--- src/rtl/axi_master_bridge_pkg.sv ---
// Shared AXI widths, fixed transaction attributes and FSM state encodings
// for the axi_master_bridge slice.
package axi_master_bridge_pkg;

  localparam int unsigned ID_W    = 4;
  localparam int unsigned ADDR_W  = 64;
  localparam int unsigned LEN_W   = 8;
  localparam int unsigned SIZE_W  = 3;
  localparam int unsigned BURST_W = 2;
  localparam int unsigned CACHE_W = 4;
  localparam int unsigned PROT_W  = 3;
  localparam int unsigned QOS_W   = 4;
  localparam int unsigned DATA_W  = 64;
  localparam int unsigned STRB_W  = 8;
  localparam int unsigned RESP_W  = 2;

  localparam logic [SIZE_W-1:0]  SIZE_8B    = 3'b011;
  localparam logic [BURST_W-1:0] BURST_INCR = 2'b01;
  localparam logic [CACHE_W-1:0] CACHE_DEF  = 4'b0010;
  localparam logic [RESP_W-1:0]  RESP_OKAY  = 2'b00;

  typedef enum logic [1:0] {R_IDLE, R_ADDR, R_DATA, R_DONE} rd_state_t;
  typedef enum logic [1:0] {W_IDLE, W_REQ, W_RESP, W_DONE} wr_state_t;
  typedef enum logic {OWN_MEM, OWN_IF} owner_t;

endpackage

--- src/rtl/axi_master_wr_ch.sv ---
// Write channel of axi_master_bridge: single-beat AW/W/B sequencing with
// independent aw/w done flags so the two channels may complete in any order.
module axi_master_wr_ch
  import axi_master_bridge_pkg::*;
(
  input  logic              clk,
  input  logic              rst,
  input  logic              mem_req_valid,
  input  logic              mem_we,
  input  logic [ADDR_W-1:0] mem_addr,
  input  logic [DATA_W-1:0] mem_wdata,
  input  logic [STRB_W-1:0] mem_wstrb,
  input  logic              aw_ready,
  input  logic              w_ready,
  input  logic              b_valid,
  output logic              aw_valid,
  output logic [ADDR_W-1:0] aw_addr,
  output logic              w_valid,
  output logic [DATA_W-1:0] w_data,
  output logic [STRB_W-1:0] w_strb,
  output logic              w_last,
  output logic              b_ready,
  output logic              rsp_valid
);

  wr_state_t state, state_next;
  logic      aw_done, w_done;
  logic      aw_hs, w_hs;

  assign aw_hs = aw_valid && aw_ready;
  assign w_hs  = w_valid && w_ready;

  always_ff @(posedge clk or negedge rst) begin
    if (!rst) begin
      state   <= W_IDLE;
      aw_done <= 1'b0;
      w_done  <= 1'b0;
      aw_addr <= '0;
      w_data  <= '0;
      w_strb  <= '0;
    end else begin
      state <= state_next;
      if (state == W_IDLE && mem_req_valid && mem_we) begin
        aw_addr <= mem_addr;
        w_data  <= mem_wdata;
        w_strb  <= mem_wstrb;
        aw_done <= 1'b0;
        w_done  <= 1'b0;
      end else if (state == W_REQ) begin
        if (aw_hs) aw_done <= 1'b1;
        if (w_hs)  w_done  <= 1'b1;
      end
    end
  end

  always_comb begin
    state_next = state;
    aw_valid   = 1'b0;
    w_valid    = 1'b0;
    b_ready    = 1'b0;
    rsp_valid  = 1'b0;
    unique case (state)
      W_IDLE: if (mem_req_valid && mem_we) state_next = W_REQ;
      W_REQ: begin
        aw_valid = !aw_done;
        w_valid  = !w_done;
        // Leave as soon as each channel is either already done or finishing now.
        if ((aw_done || aw_hs) && (w_done || w_hs)) state_next = W_RESP;
      end
      W_RESP: begin
        b_ready = 1'b1;
        if (b_valid) state_next = W_DONE;
      end
      W_DONE: begin
        rsp_valid  = 1'b1;
        state_next = W_IDLE;
      end
      default: state_next = W_IDLE;
    endcase
  end

  assign w_last = w_valid;

endmodule

--- src/rtl/axi_master_bridge.sv ---
// AXI4 single-beat master for instruction fetch and data memory requests.
// Optional sticky error flag `axi_err` is built when AXI_MASTER_ERR_EN is defined.
module axi_master_bridge
  import axi_master_bridge_pkg::*;
#(
  parameter logic [ID_W-1:0] INST_ID = 4'b0001,
  parameter logic [ID_W-1:0] DATA_ID = 4'b0000
) (
  input  logic               clk,
  input  logic               rst,
`ifdef AXI_MASTER_ERR_EN
  output logic               axi_err,
`endif
  input  logic               if_req_valid,
  input  logic [ADDR_W-1:0]  if_addr,
  output logic               if_rsp_valid,
  output logic [31:0]        if_inst,
  input  logic               mem_req_valid,
  input  logic               mem_we,
  input  logic [ADDR_W-1:0]  mem_addr,
  input  logic [DATA_W-1:0]  mem_wdata,
  input  logic [STRB_W-1:0]  mem_wstrb,
  output logic               mem_rsp_valid,
  output logic [DATA_W-1:0]  mem_rdata,
  output logic [ID_W-1:0]    m_axi_aw_id,
  output logic [ADDR_W-1:0]  m_axi_aw_addr,
  output logic [LEN_W-1:0]   m_axi_aw_len,
  output logic [SIZE_W-1:0]  m_axi_aw_size,
  output logic [BURST_W-1:0] m_axi_aw_burst,
  output logic [CACHE_W-1:0] m_axi_aw_cache,
  output logic [PROT_W-1:0]  m_axi_aw_prot,
  output logic [QOS_W-1:0]   m_axi_aw_qos,
  output logic               m_axi_aw_valid,
  input  logic               m_axi_aw_ready,
  output logic [DATA_W-1:0]  m_axi_w_data,
  output logic [STRB_W-1:0]  m_axi_w_strb,
  output logic               m_axi_w_last,
  output logic               m_axi_w_valid,
  input  logic               m_axi_w_ready,
  input  logic [ID_W-1:0]    m_axi_b_id,
  input  logic [RESP_W-1:0]  m_axi_b_resp,
  input  logic               m_axi_b_valid,
  output logic               m_axi_b_ready,
  output logic [ID_W-1:0]    m_axi_ar_id,
  output logic [ADDR_W-1:0]  m_axi_ar_addr,
  output logic [LEN_W-1:0]   m_axi_ar_len,
  output logic [SIZE_W-1:0]  m_axi_ar_size,
  output logic [BURST_W-1:0] m_axi_ar_burst,
  output logic [CACHE_W-1:0] m_axi_ar_cache,
  output logic [PROT_W-1:0]  m_axi_ar_prot,
  output logic [QOS_W-1:0]   m_axi_ar_qos,
  output logic               m_axi_ar_valid,
  input  logic               m_axi_ar_ready,
  input  logic [ID_W-1:0]    m_axi_r_id,
  input  logic [DATA_W-1:0]  m_axi_r_data,
  input  logic [RESP_W-1:0]  m_axi_r_resp,
  input  logic               m_axi_r_last,
  input  logic               m_axi_r_valid,
  output logic               m_axi_r_ready
);

  rd_state_t         rd_state, rd_next;
  owner_t            rd_owner;
  logic [ID_W-1:0]   ar_id_q;
  logic [ADDR_W-1:0] ar_addr_q;
  logic              mem_rd_req;
  logic              rd_rsp;
  logic              r_hs;
  logic              unused_ok;

  assign mem_rd_req = mem_req_valid && !mem_we;
  assign r_hs       = m_axi_r_valid && m_axi_r_ready;

  always_ff @(posedge clk or negedge rst) begin
    if (!rst) begin
      rd_state  <= R_IDLE;
      rd_owner  <= OWN_MEM;
      ar_id_q   <= '0;
      ar_addr_q <= '0;
      if_inst   <= '0;
      mem_rdata <= '0;
    end else begin
      rd_state <= rd_next;
      if (rd_state == R_IDLE) begin
        // Data reads win over fetch when both are presented together.
        if (mem_rd_req) begin
          ar_addr_q <= mem_addr;
          ar_id_q   <= DATA_ID;
          rd_owner  <= OWN_MEM;
        end else if (if_req_valid) begin
          ar_addr_q <= if_addr;
          ar_id_q   <= INST_ID;
          rd_owner  <= OWN_IF;
        end
      end
      if (rd_state == R_DATA && m_axi_r_valid) begin
        if (rd_owner == OWN_MEM) mem_rdata <= m_axi_r_data;
        else                     if_inst   <= m_axi_r_data[31:0];
      end
    end
  end

  always_comb begin
    rd_next        = rd_state;
    m_axi_ar_valid = 1'b0;
    m_axi_r_ready  = 1'b0;
    rd_rsp         = 1'b0;
    unique case (rd_state)
      R_IDLE: if (mem_rd_req || if_req_valid) rd_next = R_ADDR;
      R_ADDR: begin
        m_axi_ar_valid = 1'b1;
        if (m_axi_ar_ready) rd_next = R_DATA;
      end
      R_DATA: begin
        m_axi_r_ready = 1'b1;
        if (m_axi_r_valid) rd_next = R_DONE;
      end
      R_DONE: begin
        rd_rsp  = 1'b1;
        rd_next = R_IDLE;
      end
      default: rd_next = R_IDLE;
    endcase
  end

  assign if_rsp_valid = rd_rsp && (rd_owner == OWN_IF);

  logic wr_rsp;

  axi_master_wr_ch u_wr_ch (
    .clk           (clk),
    .rst           (rst),
    .mem_req_valid (mem_req_valid),
    .mem_we        (mem_we),
    .mem_addr      (mem_addr),
    .mem_wdata     (mem_wdata),
    .mem_wstrb     (mem_wstrb),
    .aw_ready      (m_axi_aw_ready),
    .w_ready       (m_axi_w_ready),
    .b_valid       (m_axi_b_valid),
    .aw_valid      (m_axi_aw_valid),
    .aw_addr       (m_axi_aw_addr),
    .w_valid       (m_axi_w_valid),
    .w_data        (m_axi_w_data),
    .w_strb        (m_axi_w_strb),
    .w_last        (m_axi_w_last),
    .b_ready       (m_axi_b_ready),
    .rsp_valid     (wr_rsp)
  );

  // Reads and writes never share the mem port, so the OR cannot merge two pulses.
  assign mem_rsp_valid = (rd_rsp && (rd_owner == OWN_MEM)) || wr_rsp;

  assign m_axi_ar_id    = ar_id_q;
  assign m_axi_ar_addr  = ar_addr_q;
  assign m_axi_ar_len   = '0;
  assign m_axi_ar_size  = SIZE_8B;
  assign m_axi_ar_burst = BURST_INCR;
  assign m_axi_ar_cache = CACHE_DEF;
  assign m_axi_ar_prot  = '0;
  assign m_axi_ar_qos   = '0;

  assign m_axi_aw_id    = DATA_ID;
  assign m_axi_aw_len   = '0;
  assign m_axi_aw_size  = SIZE_8B;
  assign m_axi_aw_burst = BURST_INCR;
  assign m_axi_aw_cache = CACHE_DEF;
  assign m_axi_aw_prot  = '0;
  assign m_axi_aw_qos   = '0;

`ifdef AXI_MASTER_ERR_EN
  logic b_hs;
  assign b_hs = m_axi_b_valid && m_axi_b_ready;

  always_ff @(posedge clk or negedge rst) begin
    if (!rst) begin
      axi_err <= 1'b0;
    end else begin
      if (r_hs && (m_axi_r_resp != RESP_OKAY || m_axi_r_id != ar_id_q)) axi_err <= 1'b1;
      if (b_hs && (m_axi_b_resp != RESP_OKAY || m_axi_b_id != DATA_ID)) axi_err <= 1'b1;
    end
  end

  assign unused_ok = m_axi_r_last;
`else
  assign unused_ok = ^{m_axi_r_last, m_axi_r_id, m_axi_r_resp, m_axi_b_id, m_axi_b_resp, r_hs};
`endif

endmodule

--- config.mk ---
export PLATFORM = sky130hd
export DESIGN_NAME = axi_master_bridge
export DESIGN_NICKNAME = d
export VERILOG_FILES = /design/src/rtl/axi_master_bridge_pkg.sv /design/src/rtl/axi_master_wr_ch.sv /design/src/rtl/axi_master_bridge.sv
export SDC_FILE = /design/constraint.sdc
export NUM_CORES = 1
export LEC_CHECK = 0
export CAP_MARGIN = 15
export CORE_AREA = 2 2 254 256
export CTS_CLUSTER_DIAMETER = 50
export CTS_CLUSTER_SIZE = 20
export DETAILED_ROUTE_END_ITERATION = 10
export DIE_AREA = 0 0 256 258
export DONT_BUFFER_PORTS = 1
export RECOVER_POWER = 25
export SLEW_MARGIN = 5
export SYNTH_ARGS = -nofsm -noshare
export SYNTH_HDL_FRONTEND = slang
export SYNTH_SLANG_ARGS = --single-unit
--- constraint.sdc ---
create_clock -name clk -period 1.65 [get_ports clk]
set_input_delay 0.165 -clock clk [delete_from_list [all_inputs] [get_ports clk]]
set_output_delay 0.165 -clock clk [all_outputs]
set_load 0.02 [all_outputs]
== Yosys cells after proc, flatten, opt, wreduce, memory -nomap -nowiden ==
Cells that the tools add are included.
Storage, ports and cells
  output and inout port bits: 360
  bits in registers: 307
  input port bits: 287
  word-level logic and storage cells: 82
Cells by class
  muxes and demuxes: 27
  eq/ne operators: 12
  bitwise logic cells: 1
  reduce and logical (&&, ||, !) cells: 30
Operators by type and width (count)
  two-way mux 64 bit: 2
  one-hot mux 2 bit (4 select lines): 2
  two-way mux 1 bit: 15
  two-way mux 2 bit: 6
  logical AND 1 bit: 10
  inequality test 2 bit (second input constant): 5
  AND reduction 2 bit: 5
  == test 2 bit (second input constant): 4
  two-way mux 4 bit: 2
  nonzero test 2 bit: 4
  AND reduction 3 bit: 2
  == test 2 x 1 -> 1 bit (second input constant): 2
  logical NOT 2 bit: 2
  logical OR 1 bit: 4
  logical NOT 1 bit: 3
  inequality test 2 x 1 -> 1 bit (second input constant): 1
  inverter 1 bit: 1

== Longest topological paths before layout ==
Gate-level depths: netlist of the first run.
  depth after elaboration: 7
  mapped depth: 8
  depth with buffers taken out: 5

== Hierarchy ==
From an unflattened synthesis of the first run, not the netlist that was laid out.
Second synthesis, totals
  cells, all modules: 1091
  area, all modules: 13001.2 um^2
Modules (own cells, without submodules)
  axi_master_bridge: instances 1, seq. area each 4078.9 um^2, area an instance 7659.8 um^2, cells an instance 491
  axi_master_wr_ch: instances 1, seq. area each 3503.4 um^2, area an instance 5341.4 um^2, cells an instance 600

== Least setup slack after synthesis of the first run ==
No wires, ideal clock.
  path kind: register to register
  start point: reg rd_state[0]
  end point: reg mem_rdata[10]
  stages on the path, launching flop included: 6
  buffers on the path: 1
  arrival time: 1584 ps
  clock period less this slack: 1709 ps
  library setup time: 125 ps
  required time: 1525 ps
  setup slack: -59 ps
  cells stage by stage: dfrtp_1 -> inv_1 -> ha_1 -> nand3_1 -> buf_2 -> mux2_2
Between the ends
  longest elaborated chain between the ends: 3
RTL lines
  start: declaration: RTL line axi_master_bridge.sv:62  | rd_state_t rd_state, rd_next;
  start signal: assignment: RTL line axi_master_bridge.sv:83  | rd_state <= rd_next;
  == test 2 bit: RTL line axi_master_bridge.sv:96  | if (rd_state == R_DATA && m_axi_r_valid) begin
  logical AND 1 bit: RTL line axi_master_bridge.sv:96
  AND reduction 2 bit (no line)
  end signal: assignment: RTL line axi_master_bridge.sv:97  | if (rd_owner == OWN_MEM) mem_rdata <= m_axi_r_data;
  end: declaration: RTL line axi_master_bridge.sv:24  | output logic [DATA_W-1:0] mem_rdata,
Every way passes these cells.
A chain may end at the register's enable or synchronous reset.

== Worst setup path in the final report of the first run ==
  start point: reg rd_state[0]
  end point: reg ar_addr_q[19] (netlist: m_axi_ar_addr[19])
Between the ends
  longest elaborated chain between the ends: 2
RTL lines
  logical NOT 2 bit: RTL line axi_master_bridge.sv:84  | if (rd_state == R_IDLE) begin
  AND reduction 2 bit (no line)
  end signal: assignment: RTL line axi_master_bridge.sv:87  | ar_addr_q <= mem_addr;
  end signal: assignment: RTL line axi_master_bridge.sv:91  | ar_addr_q <= if_addr;
  end: declaration: RTL line axi_master_bridge.sv:65  | logic [ADDR_W-1:0] ar_addr_q;
Every way passes these cells.

==> results of run 1 <==
[state kept, by name, summed over array words and instances (netlist names), 2 cells and up]
signal,flops
u_wr_ch.aw_addr,64
mem_rdata,64
u_wr_ch.state,2
u_wr_ch.w_data,64
if_inst,32
rd_state,2
u_wr_ch.w_strb,8
m_axi_ar_addr,64
[critical path: cells and delay by family (launching register included)]
kind,cells,cell delay [ns]
AOI/OAI and AO/OA,1,0.18
adders and majority gates,1,0.14
buffers and inverters,4,0.56
DFF,1,0.40
muxes,1,0.30
[worst paths after layout]
kind,start,end
worst max register to register,rd_state[0],m_axi_ar_addr[19]
max in group asynchronous,rst,u_wr_ch.w_data[36]
worst min-delay path,rst,mem_rdata[31]
worst max-delay path,rd_state[0],m_axi_ar_addr[19]
min in group clk,mem_req_valid,u_wr_ch.state[0]
worst min register to register,m_axi_ar_addr[63],m_axi_ar_addr[63]
[area by class of cell]
type                            count  area share, %
Sequential cell                   303           39.7
Multi-Input combinational cell    723           27.3
Timing Repair Buffer              361           20.9
Tap cell                          855           5.59
Clock buffer                       37           4.67
Clock inverter                     26           1.71
Inverter                            7          0.150
Antenna cell                        2         0.0262
[cells by family after synthesis]
family	share of synthesized area (%)
simple gates	12.2
flops	57.2
mux	22.5
buf+inv	6.39
compound gates	0.708
fa+ha+maj	0.850
other cells	0.0567
[power by group]
group	internal [W]	leakage, nW	switching (W)
clock network	0.00473	0.588	0.00347
registers	0.0110	3.69	0.00761
logic	0.00555	4.67	0.00404
total	0.0213	8.94	0.0151
[layer usage]
layer / routed length, µm / global-route usage (%)
met2: 23600 / 21.7
met5: 0 / 0
met1: 18200 / 14.4
met4: 1710 / 5.80
met3: 3540 / 3.68
[stage by stage]
step                power, W  setup WS [ns]  util [%]  instances
global placement      0.0255       -0.00655      22.4       1944
floorplan             0.0232        0.00154         -       1143
finish                0.0364        -0.0965      30.0       2314
CTS                   0.0361         -0.153      29.5       2296
detailed placement    0.0260        -0.0362      22.4       1944
global route          0.0381         -0.146      30.0       2314
[repair_timing]
item | CTS | global route
gates cloned | 6 | 11
hold endpoints to repair | 605 | 303
pin swaps | 6 | 7
gates resized for setup | 60 | 44
setup buffers | 14 | 11
endpoints found under the setup margin | 46 | 231
[Yosys cell counts]
| library cell | count | area (µm²) |
|---|---|---|
| dfrtp_1 | 303 | 7580 |
| conb_1 | 2 | 7.51 |
| buf_4 | 57 | 428 |
| and2_1 | 1 | 6.26 |
| buf_2 | 28 | 140 |
| a21boi_2 | 1 | 11.3 |
| nor2b_4 | 1 | 13.8 |
| a221o_1 | 1 | 10.0 |
| nand2b_4 | 1 | 13.8 |
| buf_6 | 6 | 67.6 |
| a311oi_1 | 1 | 8.76 |
| nor2b_1 | 4 | 25.0 |
| clkbuf_1 | 10 | 37.5 |
| a21oi_1 | 3 | 15.0 |
| a2111oi_0 | 1 | 8.76 |
| nand2_1 | 408 | 1530 |
| a2bb2oi_1 | 1 | 8.76 |
| inv_1 | 7 | 26.3 |
| mux2_4 | 118 | 1770 |
| mux2_2 | 108 | 1220 |
| nand3_1 | 3 | 15.0 |
| buf_1 | 2 | 7.51 |
| a21boi_0 | 1 | 7.51 |
| a21o_1 | 1 | 7.51 |
| nor2_1 | 2 | 7.51 |
| o32a_1 | 1 | 10.0 |
| ha_1 | 9 | 113 |
| and3_2 | 1 | 7.51 |
| buf_12 | 7 | 140 |
| o22ai_1 | 1 | 6.26 |
==> reports/results.txt, run 1 <==
outcome: complete, but fails checks
violated checks: hold timing, setup timing
Fmax achieved: 573 MHz
Slew Limit Fails: 0
area delta synth->final: 44.3%
Detail Route Antenna Nets: 0
core area: 63600 µm²
synthesized area per cell: 12.2 µm²
H-Tree Depth: 2
multi-input logic area: 5230 µm²
TritonCTS clock tree: yes
flops & latches, synth: 303
number of I/O pins: 647
hold buffer count at cts: 270
DIE AREA: 66000 µm²
crit end category: register
leakage: 8.94 nW
Critical Path AT: 2.16 ns
starting density of the core: 20.8%
number of global-route vias before repair: 10.1k
sequential share of the synthesized area: 57.2%
Peak supply drop: 0.923 mV
WS Path Type: register to register
Post-Synthesis Cells: 1090
Final Skew: 0.0135 ns
Vias/cell: 4.12
DR DRC count: 0
post-route clock period utilization: 106%
Chip Width: 256 µm
WP data required: 2.06 ns
clk root buf: clkbuf_16
Via Count: 9526
slowest CP cell: dfrtp_1
Power Density: 1910 nW/µm²
Final Hold Viols: 303
Clock Path Buffers: 3
Max Cap Violations: 0
commonest non-fill, non-tap cell in the layout: nand2_1
path depth of the worst reg2reg path: 7
Max FO, Critical Path: 8
GP Congestion: 0.869
slowest stage delay, CP: 0.40 ns
Cell Area, Synth: 13300 µm²
hold crit path type: input pin to asynchronous set/reset pin
fill count: 6288
Congestion Overflow GR: 0
Reg2Reg Setup Slack: -0.1 ns
clock-pin slew on the worst setup and hold paths: 0.07 ns
Worst Tran Pin Value: 0.980 ns
GRT Overall Usage: 12.6%
share of cells above drive strength 1: 28.1%
Min Clock Period, post-route: 1.75 ns
hold_ws: -0.673 ns
Setup TNS Final: -3.34 ns
Slew HR: 34.7%
sequential standard cell area: 7580 µm²
Clk Latency, worst-skew pair: 0.54 ns
Die Span Y: 258 µm
RSZ-0062 raised after global routing: yes
Cell Rows: 93
routed wire length per instance: 20.3 µm
# port buffers: 0
placed wire-length estimate: 28.2 mm
CP Launch Type: register
worst path cell trace: inv_2 > ha_4 > a21boi_4 > buf_12 > buf_16 > buf_12 > mux2_4
final setup vio count: 54
drt pass-1 iters: 5
placed inst area: 14300 µm²
first-pass GRT wire length: 64.0 mm
yosys warns: 0
nets: 1727
library cells used by synthesis: 30
cts bufs inserted: 35
most frequent cells in the layout: 402 x nand2_1, 303 x dfrtp_1, 270 x dlygate4sd3_1
fin worst setup slack: -0.0965 ns
fin area: 19100 µm²
largest net degree at the start of global routing: 304
initial antenna violation count: 2
Most Frequent Cell on Critical Path: buf_12
DRT iter0 DRCs: 717
drt total wl: 47.0 mm
Sink Count: 303
No activity file was read; power rests on OpenSTA's default activity.
==> inputs of run 2 (changes only) <==
Settings changed: CTS_CLUSTER_SIZE 20 to 28.
==> run 2 against run 1 <==
Net effect: the flow still finishes with violations (hold timing, setup timing); count of clock-buffer cells in the layout decreased by 1; hold slack improved by 0.0023 ns; sequential power about the same; register-to-register slack got worse by 0.08 ns; global-route usage shrank 0.067 points; clock skew grew 0.0062 ns; power up 0.33%; utilization up 0.055 points; via count shrank 0.64%; final cell count shrank 0.17%; critical endpoint is now mem_rdata[39]; largest power group unchanged; highest routed layer unchanged.
==> reports/results.txt, run 2 (synthesized netlist as in run 1, its figures left out) <==
Sink Count: 303 (unchanged)
hold_ws: -0.671 ns (was -0.673 ns)
Final Hold Viols: 303 (unchanged)
area delta synth->final: 44.6% (was 44.3%)
Min Clock Period, post-route: 1.83 ns (was 1.75 ns)
TritonCTS clock tree: yes (unchanged)
Finished Layout Cells: 2310 (was 2314)
hold crit path type: input pin to asynchronous set/reset pin (unchanged)
clock-pin slew on the worst setup and hold paths: 0.07 ns (about the same)
Cell Rows: 93 (unchanged)
Fmax achieved: 547 MHz (was 573 MHz)
commonest non-fill, non-tap cell in the layout: nand2_1 (unchanged)
fin worst setup slack: -0.177 ns (was -0.0965 ns)
slowest CP cell: dfrtp_1 (unchanged)
outcome: complete, but fails checks (unchanged)
slowest stage delay, CP: 0.40 ns (about the same)
Congestion Overflow GR: 0 (unchanged)
fill count: 6272 (was 6288)
post-route clock period utilization: 111% (was 106%)
Most Frequent Cell on Critical Path: buf_4 (was buf_12)
DRT iter0 DRCs: 698 (was 717)
drt total wl: 45.2 mm (was 47.0 mm)
nets: 1723 (was 1727)
Setup TNS Final: -11.78 ns (was -3.34 ns)
Reg2Reg Setup Slack: -0.18 ns (was -0.1 ns)
Peak supply drop: 0.927 mV (was 0.923 mV)
routed wire length per instance: 19.6 µm (was 20.3 µm)
Max Cap Violations: 0 (unchanged)
placed inst area: 14300 µm² (unchanged)
number of I/O pins: 647 (unchanged)
utilization after layout: 30.1% (was 30.0%)
Vias/cell: 4.10 (was 4.12)
pre-CTS setup slack: -0.0362 ns (unchanged)
fin area: 19200 µm² (was 19100 µm²)
RSZ-0062 raised after global routing: yes (unchanged)
hold buffer count at cts: 270 (unchanged)
CP Launch Type: register (unchanged)
drt pass-1 iters: 6 (was 5)
number of global-route vias before repair: 10.1k (about the same)
GRT Overall Usage: 12.5% (was 12.6%)
WS Path Type: register to register (unchanged)
Final Skew: 0.0197 ns (was 0.0135 ns)
starting density of the core: 20.8% (unchanged)
share of cells above drive strength 1: 28.0% (was 28.1%)
Die Span Y: 258 µm (unchanged)
violated checks: hold timing, setup timing (unchanged)
H-Tree Depth: 2 (unchanged)
initial antenna violation count: 2 (unchanged)
Slew Limit Fails: 0 (unchanged)
Critical Path AT: 2.25 ns (was 2.16 ns)
placed wire-length estimate: 28.2 mm (unchanged)
GP Congestion: 0.869 (unchanged)
final setup vio count: 147 (was 54)
Clock Path Buffers: 3 (unchanged)
DR DRC count: 0 (unchanged)
cts bufs inserted: 35 (unchanged)
first-pass GRT wire length: 63.9 mm (was 64.0 mm)
Chip Width: 256 µm (unchanged)
core area: 63600 µm² (unchanged)
DIE AREA: 66000 µm² (unchanged)
largest net degree at the start of global routing: 304 (unchanged)
worst path cell trace: inv_2 > buf_4 > buf_4 > ha_4 > nand3_4 > buf_12 > clkbuf_16 > mux2_4 (was inv_2 > ha_4 > a21boi_4 > buf_12 > buf_16 > buf_12 > mux2_4)
WP data required: 2.08 ns (was 2.06 ns)
Detail Route Antenna Nets: 0 (unchanged)
Max FO, Critical Path: 6 (was 8)
Power Density: 1910 nW/µm² (about the same)
Via Count: 9465 (was 9526)
Clk Latency, worst-skew pair: 0.55 ns (was 0.54 ns)
Worst Tran Pin Value: 0.529 ns (was 0.980 ns)
most frequent cells in the layout: 400 x nand2_1, 303 x dfrtp_1, 270 x dlygate4sd3_1 (was 402 x nand2_1, 303 x dfrtp_1, 270 x dlygate4sd3_1)
leakage: 9.03 nW (was 8.94 nW)
clk root buf: clkbuf_16 (unchanged)
placed cell count: 1944 (unchanged)
crit end category: register (unchanged)
# port buffers: 0 (unchanged)
Slew HR: 64.7% (was 34.7%)
[run 2: final timing paths]
| check | start | end | cells past startpoint |
|---|---|---|---|
| setup / recovery | rd_state[0] | mem_rdata[39] | 8 |
| hold / removal | rst | mem_rdata[31] | 0 |
| setup reg to reg | rd_state[0] | mem_rdata[39] | 8 |
| hold reg to reg | m_axi_ar_addr[63] | m_axi_ar_addr[63] | 1 |
| max in group asynchronous | rst | m_axi_ar_addr[11] | 0 |
| min in group clk | mem_req_valid | m_axi_ar_addr[53] | 3 |
[run 2: where the power goes]
part,internal [W],switching (W),leakage [nW],total [W]
Combinational,0.00569,0.00398,4.76,0.00966
Sequential,0.0110,0.00762,3.69,0.0187
Clock,0.00473,0.00352,0.584,0.00825
[run 2: layout make-up]
type | count | area (µm²) | area share, %
repair buffers | 357 | 3940 | 20.5
clock inverters | 27 | 338 | 1.76
multi-input cells | 723 | 5310 | 27.7
clock buffers | 36 | 890 | 4.64
flip-flops and latches | 303 | 7580 | 39.6
well taps | 855 | 1070 | 5.58
inverters | 7 | 28.8 | 0.150
diodes | 2 | 5.00 | 0.0261
[run 2: critical path, delay by kind of cell, from the launching register on]
family / cells / cell delay, ns
DFF: 1 / 0.40
and+or+nand+nor: 1 / 0.19
adders and majority gates: 1 / 0.16
buffers and inverters: 5 / 0.65
muxes: 1 / 0.30
[run 2: repair_timing]
action | in CTS | in global routing
resized for setup | 61 | 52
setup endpoints to repair | 43 | 210
pin swaps | 6 | 8
cloned | 6 | 7
endpoints found under the hold margin | 605 | 303
buffers inserted | 12 | 11
[run 2: metrics by stage]
stage               total power [W]  hold WS, ns
finish                       0.0366       -0.671
global route                 0.0382       -0.715
CTS                          0.0361       -0.725
detailed placement           0.0260       -0.126
global placement             0.0255       -0.123
floorplan                    0.0232       -0.131
[run 2: routing by layer]
layer / vias to the layer above / wire length (µm) / GRT usage [%]
met5: - / 0 / 0
met4: 0 / 1690 / 5.96
met3: 114 / 3490 / 3.70
met2: 523 / 22900 / 21.6
met1: 4733 / 17200 / 14.2
li1: 4095 / - / -
==> inputs of run 3 (changes only) <==
Settings changed: CTS_BUF_LIST set to sky130_fd_sc_hd__clkbuf_8, CTS_CLUSTER_SIZE 28 to 30, DONT_BUFFER_PORTS 1 to unset.
==> run 3 against run 2 <==
Net effect: utilization increased by 5.1 points; fmax increased by 1.2%; the run ends with setup timing left; register-to-register slack improved by 0.02 ns; global-route usage increased by 1.1 points; clock power decreased by 18%; worst setup slack improved by 0.022 ns; first-iteration DRC count decreased by 41%; sequential cell count unchanged; final cell count increased by 15%; power increased by 10%; hold slack improved by 0.75 ns; design area increased by 17%.
==> reports/results.txt, run 3 (synthesized netlist as in run 1, its figures left out) <==
post-route clock period utilization: 109% (was 111%)
placed wire-length estimate: 35.6 mm (was 28.2 mm)
Die Span Y: 258 µm (unchanged)
CP top delay family: buffers and inverters (unchanged)
clock-pin slew on the worst setup and hold paths: 0.10 ns (was 0.07 ns)
GRT Overall Usage: 13.6% (was 12.5%)
WS Path Type: register to register (unchanged)
nets: 2065 (was 1723)
most frequent cells in the layout: 364 x nand2_1, 301 x dfrtp_1, 293 x dlygate4sd2_1 (was 400 x nand2_1, 303 x dfrtp_1, 270 x dlygate4sd3_1)
share of cells above drive strength 1: 27.4% (was 28.0%)
outcome: complete, but fails checks (unchanged)
DRT iter0 DRCs: 415 (was 698)
area delta synth->final: 68.9% (was 44.6%)
WP data required: 2.12 ns (was 2.08 ns)
pre-CTS setup slack: -0.352 ns (was -0.0362 ns)
Power Density: 1800 nW/µm² (was 1910 nW/µm²)
drt total wl: 50.0 mm (was 45.2 mm)
Slew Limit Fails: 0 (unchanged)
Peak supply drop: 0.950 mV (was 0.927 mV)
Most Frequent Cell on Critical Path: buf_12 (was buf_4)
Critical Path AT: 2.28 ns (was 2.25 ns)
GP Congestion: 0.839 (was 0.869)
leakage: 11.2 nW (was 9.03 nW)
Buf/Inv on CP: 5 (unchanged)
initial antenna violation count: 5 (was 2)
crit end category: register (unchanged)
CP Launch Type: register (unchanged)
Congestion Overflow GR: 0 (unchanged)
fill count: 6420 (was 6272)
Via Count: 10.4k (was 9465)
utilization after layout: 35.2% (was 30.1%)
routed wire length per instance: 18.8 µm (was 19.6 µm)
sequential standard cell area: 7580 µm² (about the same)
DR DRC count: 0 (unchanged)
largest net degree at the start of global routing: 78 (was 304)
Final Skew: 0.0384 ns (was 0.0197 ns)
RSZ-0062 raised after global routing: yes (unchanged)
Min Clock Period, post-route: 1.80 ns (was 1.83 ns)
hold_ws: 0.0830 ns (was -0.671 ns)
total power: 0.0404 W (was 0.0366 W)
Chip Width: 256 µm (unchanged)
Vias/cell: 3.93 (was 4.10)
number of global-route vias before repair: 11.1k (was 10.1k)
cts bufs inserted: 39 (was 35)
Max FO, Critical Path: 6 (unchanged)
number of I/O pins: 647 (unchanged)
slowest stage delay, CP: 0.42 ns (was 0.40 ns)
Clock Path Buffers: 3 (unchanged)
worst path cell trace: inv_2 > ha_4 > a21boi_4 > buf_12 > buf_12 > buf_12 > buf_8 > mux2_4 (was inv_2 > buf_4 > buf_4 > ha_4 > nand3_4 > buf_12 > clkbuf_16 > mux2_4)
Slew HR: 49.1% (was 64.7%)
multi-input logic area: 5660 µm² (was 5310 µm²)
DIE AREA: 66000 µm² (unchanged)
Cell Rows: 93 (unchanged)
violated checks: setup timing (was hold timing, setup timing)
core area: 63600 µm² (unchanged)
commonest non-fill, non-tap cell in the layout: nand2_1 (unchanged)
TritonCTS clock tree: yes (unchanged)
# port buffers: 578 (was 0)
Sink Count: 303 (unchanged)
Worst Tran Pin Value: 0.764 ns (was 0.529 ns)
clk root buf: clkbuf_8 (was clkbuf_16)
hold crit path type: input pin to register (was input pin to asynchronous set/reset pin)
fin worst setup slack: -0.155 ns (was -0.177 ns)
slowest CP cell: dfrtp_1 (unchanged)
H-Tree Depth: 2 (unchanged)
Detail Route Antenna Nets: 0 (unchanged)
starting density of the core: 20.8% (unchanged)
Max Cap Violations: 0 (unchanged)
Fmax achieved: 554 MHz (was 547 MHz)
Final Hold Viols: 0 (was 303)
final setup vio count: 141 (was 147)
first-pass GRT wire length: 69.3 mm (was 63.9 mm)
Clk Latency, worst-skew pair: 0.61 ns (was 0.55 ns)
drt pass-1 iters: 5 (was 6)
==> run 3: cell types whose count changed in the layout (fill, tap and decap cells not counted), sizes merged, moves of 2 or more <==
cell | previous run | this run
dlygate4sd3 | 270 | 2
buf | 81 | 107
clkdlybuf4s50 | 0 | 272
dlygate4sd2 | 0 | 293
clkbuf | 41 | 64
diode | 2 | 4
==> run 3: path summary, 6_finish.rpt <==
path | startpoint | endpoint | slack, ns | depth (start not counted)
worst max register to register | rd_state[0] | m_axi_ar_addr[33] | -0.15 | 8
worst min register to register | u_wr_ch.aw_addr[20] | u_wr_ch.aw_addr[20] | 0.47 | 2
worst max-delay path | rd_state[0] | m_axi_ar_addr[33] | -0.15 | 8
worst min-delay path | mem_wstrb[5] | u_wr_ch.w_strb[5] | 0.08 | 3
min in group asynchronous | rst | u_wr_ch.aw_addr[47] | 0.53 | 3
max in group asynchronous | rst | u_wr_ch.w_data[2] | -0.05 | 5
==> run 3: what timing repair did <==
| item | in CTS | in global routing |
|---|---|---|
| endpoints found under the hold margin | 271 | 0 |
| pin swaps | 4 | 35 |
| gates cloned | 2 | 16 |
| gates resized for setup | 401 | 164 |
| buffers inserted | 12 | 11 |
| setup endpoints to repair | 412 | 183 |
| hold buffers | 3 | 0 |
==> run 3: layout make-up <==
| class | instances | share of cell area [%] |
|---|---|---|
| flip-flops and latches | 303 | 33.9 |
| well taps | 855 | 4.78 |
| inverters | 7 | 0.117 |
| diodes | 4 | 0.0447 |
| repair buffers | 695 | 31.7 |
| multi-input cells | 723 | 25.3 |
| clock inverters | 27 | 1.54 |
| clock buffers | 44 | 2.71 |
==> run 3: metal layers <==
| layer | part of all wire [%] | wire length [µm] | GRT usage (%) | vias up |
|---|---|---|---|---|
| met5 | 0.026 | 13 | 0 | - |
| met4 | 3.4 | 1720 | 5.65 | 2 |
| met3 | 5.9 | 2930 | 3.59 | 91 |
| met2 | 50 | 25100 | 23.7 | 406 |
| met1 | 41 | 20300 | 15.7 | 5155 |
| li1 | - | - | - | 4792 |
==> run 3: power by group <==
| group | internal, W | total, W | switching (W) | leakage, nW |
|---|---|---|---|---|
| sequential | 0.0111 | 0.0131 | 0.00207 | 3.68 |
| combinational | 0.00979 | 0.0205 | 0.0107 | 7.04 |
| clock | 0.00341 | 0.00676 | 0.00335 | 0.470 |
==> run 3: per-stage QoR <==
step,TNS (ns),cell area [µm²],std cells
finish,-7.57,22400,2658
global route,-22.12,22400,2658
CTS,-4.49,21400,2631
detailed placement,-20.67,20400,2545
global placement,-18.15,20400,2545
floorplan,0,13500,1143
==> run 3: tightest hold or removal path: cells and delay by family <==
family / cells / cell delay, ns
buffers and inverters: 1 / 0.40
and+or+nand+nor: 2 / 0.10
